`config.mk`:
```
export PLATFORM = sky130hd
export DESIGN_NAME = cmd_decoder_flat
export DESIGN_NICKNAME = d
export VERILOG_FILES = /design/src/rtl/cmd_decoder_pkg.sv /design/src/rtl/cmd_decoder_if.sv /design/src/rtl/cmd_decoder_rx_timeout.sv /design/src/rtl/cmd_decoder.sv /design/src/flat_wrapper.sv
export SDC_FILE = /design/constraint.sdc
export NUM_CORES = 1
export LEC_CHECK = 0
export CORE_AREA = 2 2 90 92
export DETAILED_ROUTE_END_ITERATION = 16
export DIE_AREA = 0 0 92 94
export MAX_ROUTING_LAYER = met4
export PLACE_DENSITY_LB_ADDON = 0.15
export SYNTH_ARGS = -nofsm -noshare
export SYNTH_HDL_FRONTEND = slang
export SYNTH_SLANG_ARGS = --single-unit
```
`constraint.sdc`:
```
create_clock -name clk -period 2.6 [get_ports clk]
set_input_delay 0.65 -clock clk [delete_from_list [all_inputs] [get_ports clk]]
set_output_delay 0.65 -clock clk [all_outputs]
set_load 0.005 [all_outputs]
```
`src/rtl/cmd_decoder_pkg.sv`:
```
// Shared definitions for the command stream decoder and its encoder peer.
// Holds the frame PREFIX, destination count, error codes, FSM state type,
// per-packet context struct and the data-count helper.
package cmd_decoder_pkg;

  localparam int unsigned BYTE_W = 8;
  localparam int unsigned N_SRC  = 4;
  localparam int unsigned SRC_W  = (N_SRC > 1) ? $clog2(N_SRC) : 1;

  localparam logic [BYTE_W-1:0] PREFIX = 8'hA5;

  // err_code values, valid only alongside pkt_err
  localparam logic [1:0] ERR_NONE    = 2'd0;
  localparam logic [1:0] ERR_BAD_SRC = 2'd1;
  localparam logic [1:0] ERR_CRC     = 2'd2;
  localparam logic [1:0] ERR_TIMEOUT = 2'd3;

  typedef enum logic [2:0] {
    ST_IDLE       = 3'd0,
    ST_GET_SOURCE = 3'd1,
    ST_GET_LEN    = 3'd2,
    ST_GET_DATA   = 3'd3,
    ST_GET_CRC    = 3'd4
  } state_e;

  // Per-packet context latched while a frame is being parsed
  typedef struct packed {
    logic [SRC_W-1:0]  dest;
    logic [BYTE_W-1:0] len;
    logic [BYTE_W-1:0] cnt;
  } pkt_ctx_t;

  // A len of 0 still carries one data byte
  function automatic logic [BYTE_W-1:0] data_count(input logic [BYTE_W-1:0] len);
    return (len == '0) ? BYTE_W'(1) : len;
  endfunction

endpackage

```
`src/rtl/cmd_decoder_if.sv`:
```
// Byte-stream input and destination-side bus of the command decoder.
//   rx_data/rx_valid/rx_ready : upstream byte stream, transfer on valid & ready
//   dst_full_bus              : per-destination sink full
//   dst_wrreq_bus/dst_data    : one-hot write strobe plus shared payload byte
//   pkt_done_bus              : good-packet pulse on the addressed destination
//   pkt_err/err_code          : abort pulse and its cause
// master: stream source and sinks; slave: the decoder.
interface cmd_decoder_if;
  import cmd_decoder_pkg::*;

  logic [BYTE_W-1:0] rx_data;
  logic              rx_valid;
  logic              rx_ready;
  logic [N_SRC-1:0]  dst_full_bus;
  logic [N_SRC-1:0]  dst_wrreq_bus;
  logic [BYTE_W-1:0] dst_data;
  logic [N_SRC-1:0]  pkt_done_bus;
  logic              pkt_err;
  logic [1:0]        err_code;

  modport master (
    output rx_data, rx_valid, dst_full_bus,
    input  rx_ready, dst_wrreq_bus, dst_data, pkt_done_bus, pkt_err, err_code
  );

  modport slave (
    input  rx_data, rx_valid, dst_full_bus,
    output rx_ready, dst_wrreq_bus, dst_data, pkt_done_bus, pkt_err, err_code
  );

endinterface

```
`src/rtl/cmd_decoder_rx_timeout.sv`:
```
// rx_timeout: counts consecutive cycles without clear and flags expiry.
//   clk      : system clock
//   rst      : synchronous active-high reset
//   clear    : restart the idle count (byte transfer, or decoder idle)
//   expire_c : high during the LIMIT-th consecutive uncleared cycle
module rx_timeout #(
  parameter int unsigned LIMIT = 1024
) (
  input  logic clk,
  input  logic rst,
  input  logic clear,
  output logic expire_c
);

  localparam int unsigned CNT_W = (LIMIT > 1) ? $clog2(LIMIT) : 1;

  logic [CNT_W-1:0] cnt;

  // cnt holds the number of uncleared cycles already elapsed before this one
  assign expire_c = !clear && (cnt == CNT_W'(LIMIT - 1));

  // Idle-cycle counter, restarted on clear or after firing
  always_ff @(posedge clk) begin
    if (rst) begin
      cnt <= '0;
    end else if (clear || expire_c) begin
      cnt <= '0;
    end else begin
      cnt <= cnt + CNT_W'(1);
    end
  end

endmodule

```
`src/rtl/cmd_decoder.sv`:
```
// cmd_decoder: parses PREFIX/source/len/data/CRC frames from a byte stream
// and steers payload bytes to one of N_SRC destinations.
//   clk : system clock, rising edge
//   rst : synchronous active-high reset
//   bus : cmd_decoder_if.slave (stream in, destination writes, status pulses)
// Parameter TIMEOUT_CYCLES: idle cycles tolerated inside a packet.
// Macro CMD_DECODER_CRC_CHECK_EN: when defined the CRC byte is compared
// against the running sum; otherwise it is consumed and ignored.
module cmd_decoder
  import cmd_decoder_pkg::*;
#(
  parameter int unsigned TIMEOUT_CYCLES = 1024
) (
  input  logic          clk,
  input  logic          rst,
  cmd_decoder_if.slave  bus
);

  state_e   state;
  pkt_ctx_t ctx;

`ifdef CMD_DECODER_CRC_CHECK_EN
  logic [BYTE_W-1:0] crc;
`endif

  logic dest_full_c;
  logic xfer_c;
  logic tmo_clear_c;
  logic tmo_expire_c;

  // Ready is a function of state and the live sink flag so a full sink
  // stalls the stream in the same cycle rather than one cycle late.
  assign dest_full_c  = bus.dst_full_bus[ctx.dest];
  assign bus.rx_ready = !rst && !((state == ST_GET_DATA) && dest_full_c);
  assign xfer_c       = bus.rx_valid && bus.rx_ready;

  // Timeout only runs inside a packet; any transfer restarts it
  assign tmo_clear_c = (state == ST_IDLE) || xfer_c;

  rx_timeout #(
    .LIMIT (TIMEOUT_CYCLES)
  ) u_rx_timeout (
    .clk      (clk),
    .rst      (rst),
    .clear    (tmo_clear_c),
    .expire_c (tmo_expire_c)
  );

  // Frame FSM with registered outputs
  always_ff @(posedge clk) begin
    if (rst) begin
      state             <= ST_IDLE;
      ctx               <= '0;
`ifdef CMD_DECODER_CRC_CHECK_EN
      crc               <= '0;
`endif
      bus.dst_wrreq_bus <= '0;
      bus.dst_data      <= '0;
      bus.pkt_done_bus  <= '0;
      bus.pkt_err       <= 1'b0;
      bus.err_code      <= ERR_NONE;
    end else begin
      bus.dst_wrreq_bus <= '0;
      bus.pkt_done_bus  <= '0;
      bus.pkt_err       <= 1'b0;
      bus.err_code      <= ERR_NONE;

      // expire_c is only raised in cycles without a transfer
      if (tmo_expire_c) begin
        state        <= ST_IDLE;
        bus.pkt_err  <= 1'b1;
        bus.err_code <= ERR_TIMEOUT;
      end else if (xfer_c) begin
        unique case (state)
          ST_IDLE: begin
            if (bus.rx_data == PREFIX) begin
              state <= ST_GET_SOURCE;
            end
          end

          ST_GET_SOURCE: begin
            if (bus.rx_data < BYTE_W'(N_SRC)) begin
              ctx.dest <= SRC_W'(bus.rx_data);
              state    <= ST_GET_LEN;
            end else begin
              bus.pkt_err  <= 1'b1;
              bus.err_code <= ERR_BAD_SRC;
              state        <= ST_IDLE;
            end
          end

          ST_GET_LEN: begin
            ctx.len <= bus.rx_data;
            ctx.cnt <= '0;
`ifdef CMD_DECODER_CRC_CHECK_EN
            crc     <= '0;
`endif
            state   <= ST_GET_DATA;
          end

          // PREFIX values here are plain payload, never a resync
          ST_GET_DATA: begin
            bus.dst_data      <= bus.rx_data;
            bus.dst_wrreq_bus <= N_SRC'(1) << ctx.dest;
`ifdef CMD_DECODER_CRC_CHECK_EN
            crc               <= crc + bus.rx_data;
`endif
            ctx.cnt           <= ctx.cnt + BYTE_W'(1);
            if ((ctx.cnt + BYTE_W'(1)) == data_count(ctx.len)) begin
              state <= ST_GET_CRC;
            end
          end

          ST_GET_CRC: begin
`ifdef CMD_DECODER_CRC_CHECK_EN
            if (bus.rx_data == crc) begin
              bus.pkt_done_bus <= N_SRC'(1) << ctx.dest;
            end else begin
              bus.pkt_err  <= 1'b1;
              bus.err_code <= ERR_CRC;
            end
`else
            bus.pkt_done_bus <= N_SRC'(1) << ctx.dest;
`endif
            state <= ST_IDLE;
          end

          default: begin
            state <= ST_IDLE;
          end
        endcase
      end
    end
  end

endmodule

```
`src/flat_wrapper.sv`:
```
// flat-port wrapper written by rule: the top's interface ports become plain ports
module cmd_decoder_flat import cmd_decoder_pkg::*;
#(
  parameter int unsigned TIMEOUT_CYCLES = 1024
)
  (clk, rst, bus_rx_data, bus_rx_valid, bus_dst_full_bus, bus_rx_ready, bus_dst_wrreq_bus, bus_dst_data, bus_pkt_done_bus, bus_pkt_err, bus_err_code);
  cmd_decoder_if bus_i ();
  input  logic clk;
  input  logic rst;
  input wire logic [$bits(bus_i.rx_data)-1:0] bus_rx_data;
  input wire logic [$bits(bus_i.rx_valid)-1:0] bus_rx_valid;
  input wire logic [$bits(bus_i.dst_full_bus)-1:0] bus_dst_full_bus;
  output wire logic [$bits(bus_i.rx_ready)-1:0] bus_rx_ready;
  output wire logic [$bits(bus_i.dst_wrreq_bus)-1:0] bus_dst_wrreq_bus;
  output wire logic [$bits(bus_i.dst_data)-1:0] bus_dst_data;
  output wire logic [$bits(bus_i.pkt_done_bus)-1:0] bus_pkt_done_bus;
  output wire logic [$bits(bus_i.pkt_err)-1:0] bus_pkt_err;
  output wire logic [$bits(bus_i.err_code)-1:0] bus_err_code;
  assign bus_i.rx_data = bus_rx_data;
  assign bus_i.rx_valid = bus_rx_valid;
  assign bus_i.dst_full_bus = bus_dst_full_bus;
  assign bus_rx_ready = bus_i.rx_ready;
  assign bus_dst_wrreq_bus = bus_i.dst_wrreq_bus;
  assign bus_dst_data = bus_i.dst_data;
  assign bus_pkt_done_bus = bus_i.pkt_done_bus;
  assign bus_pkt_err = bus_i.pkt_err;
  assign bus_err_code = bus_i.err_code;
  cmd_decoder #(.TIMEOUT_CYCLES(TIMEOUT_CYCLES)) u_core (.clk(clk), .rst(rst), .bus(bus_i));
endmodule
```
; ---- After elaboration in Yosys (flattened, before gate mapping)
; Cells that the tools add are included.
[word_totals]
register_bits = 50
inputBits = 15
out_inout_bits = 20
elab_cells = 65
[classes]
n_addsub = 2
n_lt_le_gt_ge = 2
n_eq_ne = 9
shifts = 1
n_mux = 16
n_bitwise = 4
n_reduce_logical = 21
[op_table]
columns = cell, count
row1 = case mux 8 bit (2 select lines), 1
row2 = case mux 3 bit (4 select lines), 1
row3 = AND reduction 3 bit, 4
row4 = adder 10 x 1 -> 10 bit (second input constant), 1
row5 = equality test 10 bit (second input constant), 1
row6 = adder 8 x 1 -> 8 bit (second input constant), 1
row7 = equality test 8 bit, 1
row8 = equality test 8 bit (second input constant), 1
row9 = zero test 8 bit, 1
row10 = less-than comparator 8 x 3 -> 1 bit (second input constant), 1
row11 = 2-to-1 mux 2 bit, 4
row12 = 2-to-1 mux 8 bit, 1
row13 = OR reduction 4 bit, 2
row14 = equality test 3 x 2 -> 1 bit (second input constant), 2
row15 = 2-to-1 mux 1 bit, 6
row16 = 2-to-1 mux 3 bit, 2
row17 = logical AND 1 bit, 4
row18 = inequality test 2 bit (second input constant), 2
row19 = inverter 1 bit, 4
row20 = AND reduction 4 bit, 1
row21 = OR reduction 2 bit, 2
row22 = left shift 1 x 2 -> 4 bit (first input constant), 1
row23 = equality test 3 x 1 -> 1 bit (second input constant), 1
row24 = equality test 3 bit (second input constant), 1
row25 = other kinds (6), 9

; ---- Logic depth before layout (Yosys ltp)
; Gate-level depths: netlist of the first run.
[logic_depth]
word_depth = 11
ltp_mapped = 8
mapped_depth_nobuf = 7

; ---- By module
; A second synthesis of the first run with hierarchy kept.
[unflattened]
hier_cells = 262
hier_area_um2 = 2321.0
[modules_own_cells]
columns = mod, instances, cells_each, area_each_um2, seq_area_each_um2
row1 = cmd_decoder, 1, 212, 1871.8, 780.7
row2 = rx_timeout, 1, 50, 449.2, 200.2

; ---- Least setup slack after synthesis of the first run
; OpenSTA, ideal clock, no wires.
[synth_timing]
path_kind = register -> register
startpoint = register u_core.ctx[0] (netlist name)
endpoint = register u_core.state[0]
setup_time_ns = 0.127
arrival_time_ns = 2.272
required_ns = 2.473
path_slack_ns = 0.201
stages_incl_launch_ff = 8
n_path_buf = 0
synth_period_minus_slack_ns = 2.399
cell_sequence = dfxtp_1 > ha_1 > nand3_1 > or2_2 > xnor2_1 > or3_1 > o311ai_1 > or3b_1
[synth_between]
elab_chain_cells = 4
[synth_rtl]
columns = item, line
row1 = "start, declared", cmd_decoder.sv:20  ; pkt_ctx_t ctx;
row2 = adder 8 x 1 -> 8 bit, cmd_decoder.sv:109  ; if ((ctx.cnt + BYTE_W'(1)) == data_count(ctx.len)) begin
row3 = equality test 8 bit, cmd_decoder.sv:109
row4 = inequality test 2 bit (no source line), -
row5 = AND reduction 3 bit (no source line), -
row6 = "end signal, assigned", cmd_decoder.sv:110  ; state <= ST_GET_CRC;
row7 = "end signal, assigned", cmd_decoder.sv:125  ; state <= ST_IDLE;
row8 = "end signal, assigned", cmd_decoder.sv:129  ; state <= ST_IDLE;
row9 = "end, declared", cmd_decoder.sv:19  ; state_e state;
; No other way between the ends.
; A chain may end at the register's enable or synchronous reset.

; ---- Final worst setup path of the first run
[layout_timing]
startpoint = register u_core.ctx[1] (netlist name)
endpoint = register u_core.state[0]
; The elaborated chain is that of the path after synthesis.

==> results.sh, run 1 <==
export IMPL_status="finished clean"
export IMPL_num_io_pins=35
export IMPL_hold_viol_final=0
export IMPL_power_internal_w=0.0009734
export IMPL_antenna_found_initial=0
export IMPL_syn_inst=268
export IMPL_wirelength_mm=5.278
export IMPL_rsz0062_at_grt="false"
export IMPL_met2_usage=0.2224
export IMPL_initial_core_util=0.2965
export IMPL_synth_area_um2=2256
export IMPL_power_frac_comb=0.045
export IMPL_relSlewSlack=0.6503
export IMPL_p_clk_frac=0.365
export IMPL_design_core_area_um2=7607
export IMPL_slew_viol_final=0
export IMPL_setup_ws_ns=0.2383
export IMPL_cts_max_level=2
export IMPL_drt_first_iter_violations=50
export IMPL_multi_input_area_um2=1199
export IMPL_power_density_nw_per_um2=427.3
export IMPL_synth_nets=285
export IMPL_place_congestion=0.7913
export IMPL_arrival_ns=2.56
export IMPL_hold_path_class="reg2reg"
export IMPL_synth_area_leader_cell="dfxtp_1"
export IMPL_grt_overflow_total=0
export IMPL_met3_usage=0.02488
export IMPL_vias=1953
export IMPL_power_total_w=0.001271
export IMPL_dp_hpwl_mm=3.912
export IMPL_diodes=0
export IMPL_fin_crit_sh=0.9084
export IMPL_worst_pin_slew_ns=0.5206
export IMPL_grt_pass1_vias=1869
export IMPL_grt_total_usage=0.1338
export IMPL_netSwitchingFraction=0.2343
export IMPL_ant_nets=0
export IMPL_vias_per_cell=4.628
export IMPL_gr_max_usage_layer="met2"
export IMPL_fillers=812
export IMPL_cts_buffers_inserted=5
export IMPL_postPlaceCellArea_um2=2863
export IMPL_stdcell_area_um2=2975
export IMPL_grt_pass1_wl_mm=8.990
export IMPL_end_kind="flip-flop"
export IMPL_nets=336
export IMPL_ys_seq_area_frac=0.4348
export IMPL_row_count=32
export IMPL_max_cap_violations=0
export IMPL_root_buffer="clkbuf_8"
export IMPL_ir_drop_uv=201.1
export IMPL_die_h_um=94
export IMPL_drt_wirelength_per_cell_um=12.51
export IMPL_ys_ff_latch=49
export IMPL_p_leak_nw=1.101
export IMPL_drt_first_pass_iters=4
export IMPL_r2r_setup_slack_ns=0.24
export IMPL_required_ns=2.79
export IMPL_postCtsHoldBufs=0
export IMPL_crit_type="reg2reg"
export IMPL_use_met1=0.1663
export IMPL_clk_latency_ns=0.30
export IMPL_clock_sinks=49
export IMPL_grt_start_max_net_pins=32
export IMPL_cp_start_kind="flip-flop"
export IMPL_post_synth_cell_area_avg_um2=8.418
export IMPL_drc=0
export IMPL_ys_dominant_reg_cell="dfxtp_1"
export IMPL_synth_distinct_cells=47
export IMPL_period_minus_slack_ns=2.362
export IMPL_tns_ns=0
export IMPL_die_w_um=92
export IMPL_drive_gt1_frac=0.1375
export IMPL_cts_tree="yes"
export IMPL_synth_warnings=0
export IMPL_die_area_um2=8648
export IMPL_area_growth_pct=31.89
export IMPL_async_flop_share=0
export IMPL_skew_ns=0.009934
export IMPL_max_freq_ghz=0.4234
export IMPL_seq_area_um2=980.9
export IMPL_path_clk_slew_ns=0.10
export IMPL_p_switching_w=0.0002979
export IMPL_p_seq_frac=0.590
export IMPL_dp_slack_ns=-0.4880
export IMPL_cts_buffer_depth=2
export IMPL_setup_viol=0
export IMPL_synth_edf_count=0
export IMPL_cp_max_fo=4
export IMPL_io_buffer_count=34
export IMPL_yosys_area_top_type_share=0.4348
export IMPL_ys_top_cells_by_area="dfxtp_1, nor2_1, nand2_1, mux2i_1, nand3_1"
-- cells in the final DEF (no fill, tap or decap), drive strengths merged, types with 2 or more instances in the layout --
cell	synthesis	routed
nand3	16	16
nor2b	5	5
or3	3	3
clkbuf	10	5
nor2	45	45
xor2	8	8
mux2i	11	11
nand2	30	30
and3	2	2
a21o	4	4
inv	4	5
nand2b	5	5
o41ai	2	2
or4	2	2
o21ai	6	6
buf	4	25
xnor2	6	6
a22oi	4	4
dlymetal6s2s	0	4
a21oi	13	13
nor3	16	16
dfxtp	49	49
clkdlybuf4s50	0	29
or2	2	2
ha	2	2
-- stage by stage --
step | utilization | cells | hold WS [ns]
global placement | 0.3763 | 414 | 0.4420
floorplan | - | 268 | 0.4298
CTS | 0.3891 | 422 | 0.4634
finish | 0.3911 | 422 | 0.4585
global route | 0.3911 | 422 | 0.4768
detailed placement | 0.3763 | 414 | 0.4496
-- sequential cells by signal (all words and copies together), names as in the netlist --
name,flops
u_core.ctx,18
u_core.bus.pkt_done_bus,4
u_core.u_rx_timeout.cnt,10
u_core.bus.err_code,2
u_core.state,3
u_core.bus.dst_data,8
u_core.bus.dst_wrreq_bus,4
-- synthesized netlist by cell type, types with 2 or more instances --
master    instances
dfxtp_1          49
nor2_1           43
nand2_1          30
nand3_1          16
nor3_1           15
a21oi_1          13
mux2i_1          11
clkbuf_1         10
xor2_1            8
o21ai_0           6
xnor2_1           6
nand2b_1          5
nor2b_1           5
a21o_1            4
a22oi_1           4
inv_1             4
buf_6             3
or3_1             3
and3_1            2
ha_1              2
o41ai_1           2
or4_1             2
-- area by class of cell --
type	count	share of cell area
sequential	49	0.3297
clock inverter	3	0.007149
inverter	4	0.005046
timing repair buffer	58	0.1892
clock buffer	5	0.02313
tap	102	0.04289
multi-input combinational	201	0.4029
-- final timing paths --
| kind | from | depth (start not counted) | endpoint |
|---|---|---|---|
| hold reg to reg | u_core.bus.dst_data[3] | 2 | u_core.bus.dst_data[3] |
| setup / recovery | u_core.ctx[1] | 7 | u_core.state[0] |
| hold / removal | u_core.bus.dst_data[3] | 2 | u_core.bus.dst_data[3] |
| setup reg to reg | u_core.ctx[1] | 7 | u_core.state[0] |
-- cells by family (layout without fill, tap and decap cells) --
family                     after synthesis  in the layout  share of synthesized area
AOI/OAI and AO/OA                       41             41                     0.1226
xor gates and xnor gates                14             14                    0.05435
adders and majority gates                2              2                    0.01109
buffers and inverters                   18             70                    0.04160
DFF                                     49             49                     0.4348
muxes                                   12             12                    0.05879
and+or+nand+nor                        132            132                     0.2768
-- power groups by stage --
stage	logic (W)	clock network [W]	registers, W
6_report	0.0000569	0.000464	0.000750
5_1_grt	0.0000623	0.000523	0.000751
4_1_cts	0.0000592	0.000487	0.000750
3_5_place_dp	0.0000587	0	0.000768
3_3_place_gp	0.0000598	0	0.000768
2_1_floorplan	0.0000162	0	0.000768
-- metal layers --
metal / share of wire / wire [µm]
met2: 0.47 / 2499
met3: 0.032 / 168
met4: 0.0068 / 36
met1: 0.49 / 2574
met5: 0 / 0
-- critical path: stages, from the launching register on --
cell	delay, ns
dfxtp_1	0.38
ha_1	0.18
nand3_1	0.11
or2_2	0.36
xnor2_1	0.13
or3_1	0.43
o311ai_1	0.29
or3b_1	0.36
-- timing repair --
item | CTS | global route
pin swaps | 1 | 2
buffers inserted | 0 | 0
resized for setup | 7 | 5
endpoints found under the setup margin | 1 | 17
No activity file was read; power rests on OpenSTA's default activity.
==> run 2: changes to the inputs <==
Settings changed: SLEW_MARGIN set to 20.
==> results of run 2 <==
No change in the layout: final DEF, timing and power equal those of run 1.
==> run 3: changes to the inputs <==
Settings changed: CAP_MARGIN set to 20, CORE_AREA 2 2 90 92 to 2 2 91 93, DIE_AREA 0 0 92 94 to 0 0 93 95, SYNTH_HIERARCHICAL set to 1.
==> results.sh, run 3 <==
export IMPL_status="finished clean"
export IMPL_holdWs_ns=0.4601
export IMPL_nets=334
export IMPL_die_h_um=95
export IMPL_crit_type="in2reg"
export IMPL_drive_gt1_frac=0.1893
export IMPL_yosys_area_share_simple=0.2582
export IMPL_use_met1=0.1911
export IMPL_p_leak_nw=1.094
export IMPL_rsz0062_at_grt="false"
export IMPL_num_io_pins=35
export IMPL_grt_pass1_wl_mm=9.853
export IMPL_netSwitchingFraction=0.2114
export IMPL_ys_ff_latch=49
export IMPL_die_area_um2=8835
export IMPL_synth_distinct_cells=61
export IMPL_ys_dominant_reg_cell="dfxtp_1"
export IMPL_met3_usage=0.01995
export IMPL_drt_first_iter_violations=85
export IMPL_dp_slack_ns=-0.4219
export IMPL_cts_buffer_depth=2
export IMPL_die_w_um=93
export IMPL_synth_area_um2=2321
export IMPL_grt_pass1_vias=1963
export IMPL_synthAdderAreaFrac=0.01078
export IMPL_synth_top_family_by_area="simple AND/OR/NAND/NOR gates"
export IMPL_fillers=822
export IMPL_dp_hpwl_mm=4.220
export IMPL_synth_edf_count=0
export IMPL_power_density_nw_per_um2=431.1
export IMPL_clk_latency_ns=0.30
export IMPL_max_freq_ghz=0.3944
export IMPL_slew_viol_final=0
export IMPL_largest_reg_flops=18
export IMPL_cts_max_level=2
export IMPL_synth_top_cells_by_count="dfxtp_1, nor2_1, nand2_1, a21oi_1, clkbuf_1"
export IMPL_p_clk_frac=0.398
export IMPL_ir_drop_uv=264.9
export IMPL_cp_max_fo=7
export IMPL_wirelength_mm=5.804
export IMPL_power_internal_w=0.001062
export IMPL_p_switching_w=0.0002846
export IMPL_synth_area_leader_cell="dfxtp_1"
export IMPL_setup_ws_ns=0.06462
export IMPL_p_seq_frac=0.557
export IMPL_cts_tree="yes"
export IMPL_path_clk_slew_ns=0.09
export IMPL_arrival_ns=2.76
export IMPL_row_count=33
export IMPL_hold_viol_final=0
export IMPL_async_flop_share=0
export IMPL_hold_path_class="reg2reg"
export IMPL_max_cap_violations=0
export IMPL_postLayoutCoreUtil=0.3939
export IMPL_vias=2061
export IMPL_clock_sinks=49
export IMPL_synth_warnings=6
export IMPL_ant_nets=0
export IMPL_cts_buffers_inserted=5
export IMPL_required_ns=2.83
export IMPL_vias_per_cell=4.884
export IMPL_critPathMaxStageDelay_ns=0.56
export IMPL_post_synth_cell_area_avg_um2=8.859
export IMPL_cp_start_kind="input pin"
export IMPL_root_buffer="clkbuf_8"
export IMPL_drc=0
export IMPL_drt_wirelength_per_cell_um=13.75
export IMPL_ys_seq_area_frac=0.4226
export IMPL_final_common_cell="dfxtp_1"
export IMPL_path_depth=9
export IMPL_grt_total_usage=0.1436
export IMPL_rr_worst_depth=8
export IMPL_design_core_area_um2=7928
export IMPL_diodes=0
export IMPL_path_cells="dlygate4sd2_1, mux4_2, a21o_1, o31ai_4, nor4_4, or4_4, buf_4, buf_4, nor3_1"
export IMPL_met2_usage=0.2307
export IMPL_synth_nets=279
export IMPL_slowest_stage="or4_4"
export IMPL_crit_top_cell="buf_4"
export IMPL_synth_xor_area_frac=0.04151
export IMPL_muxShareOfSynthArea=0.05283
export IMPL_worst_pin_slew_ns=0.6570
export IMPL_fin_crit_sh=0.9751
export IMPL_ys_top_cells_by_area="dfxtp_1, nor2_1, nand2_1, mux2i_1, a21oi_1"
export IMPL_skew_ns=0.008548
export IMPL_yosys_area_top_type_share=0.4226
export IMPL_worstHoldPathCells=2
export IMPL_power_total_w=0.001346
export IMPL_grt_start_max_net_pins=32
export IMPL_drt_first_pass_iters=4
export IMPL_syn_inst=262
export IMPL_area_growth_pct=34.56
export IMPL_io_buffer_count=34
export IMPL_antenna_found_initial=0
export IMPL_place_congestion=0.7800
export IMPL_synth_compound_area_frac=0.1747
export IMPL_reg_top3="u_core/ctx (18), u_core/u_rx_timeout/cnt (10), u_core/bus.dst_data (8)"
export IMPL_power_frac_comb=0.045
export IMPL_grt_overflow_total=0
export IMPL_synth_most_common_cell="dfxtp_1"
export IMPL_initial_core_util=0.2928
export IMPL_relSlewSlack=0.5582
export IMPL_period_minus_slack_ns=2.535
export IMPL_critPathTopFamily="simple AND/OR/NAND/NOR gates"
export IMPL_end_kind="flip-flop"
export IMPL_gr_max_usage_layer="met2"
export IMPL_top_register="u_core/ctx"
export IMPL_layout_common_cells="dfxtp_1, nor2_1, nand2_1, clkdlybuf4s50_1, buf_4"
export IMPL_critical_path_buf_inv_count=3
export IMPL_setup_viol=0
## run 3: cell count changes after synthesis, sizes merged, moves of 3 or more
cell    delta
a22oi      -4
a21oi      +4
nand3      -9
a31oi      +3
a311oi     +4
nor2      -11
nor3       -8
nand4      +4
## run 3: worst paths after layout
kind	slack, ns	to	startpoint
min	0.46	u_core/bus.dst_data[0]	u_core/bus.dst_data[0]
max	0.06	u_core/bus.dst_wrreq_bus[0]	bus_dst_full_bus[0]
min reg2reg	0.46	u_core/bus.dst_data[0]	u_core/bus.dst_data[0]
max reg2reg	0.22	u_core/bus.dst_wrreq_bus[0]	u_core/ctx[16]
## run 3: power by group through the flow
stage / Sequential (W) / Clock, W / Combinational, W
floorplan: 0.000767 / 0 / 0.0000163
global placement: 0.000767 / 0 / 0.0000617
detailed placement: 0.000767 / 0 / 0.0000615
CTS: 0.000750 / 0.000554 / 0.0000595
global route: 0.000750 / 0.000586 / 0.0000662
finish: 0.000750 / 0.000536 / 0.0000607
## run 3: kinds of logic (layout without fill, tap and decap cells)
group / Yosys count / in the layout
buffers and inverters: 21 / 76
adder cells (fa/ha/maj): 2 / 2
multiplexers: 11 / 11
XOR/XNOR: 11 / 11
AO/OA/AOI/OAI: 55 / 55
flip-flops: 49 / 49
AND/OR/NAND/NOR: 113 / 113
## run 3: stage by stage
stage / instance area (µm²) / std cells / TNS [ns]
finish: 3123 / 422 / 0
global route: 3123 / 422 / 0
CTS: 3099 / 421 / 0
detailed placement: 2959 / 412 / -13.30
global placement: 2959 / 412 / -11.50
floorplan: 2340 / 262 / -2.606
## run 3: final cells by class
type	count	area (µm²)	area share
clock buffers	5	68.82	0.02204
clock inverters	2	35.03	0.01122
inverters	5	18.77	0.006010
multi-input cells	192	1311	0.4199
flip-flops and latches	49	980.9	0.3141
well taps	105	131.4	0.04207
repair buffers	64	576.8	0.1847
## run 3: what timing repair did
item / in CTS / in global routing
setup buffers: 2 / 2
hold buffers: 0 / 0
hold endpoints to repair: 0 / 0
setup endpoints to repair: 26 / 6
pin swaps: 6 / 7
resized for setup: 9 / 7
## run 3: routing by layer
layer / vias up / routed length (µm)
li1: 1051 / -
met1: 969 / 2879
met2: 37 / 2732
met3: 4 / 131
met4: 0 / 61
met5: - / 0
## run 3: worst min-delay path, stage by stage (launching register included)
cell,delay [ns]
dfxtp_1,0.32
nand2_1,0.05
a21oi_1,0.05
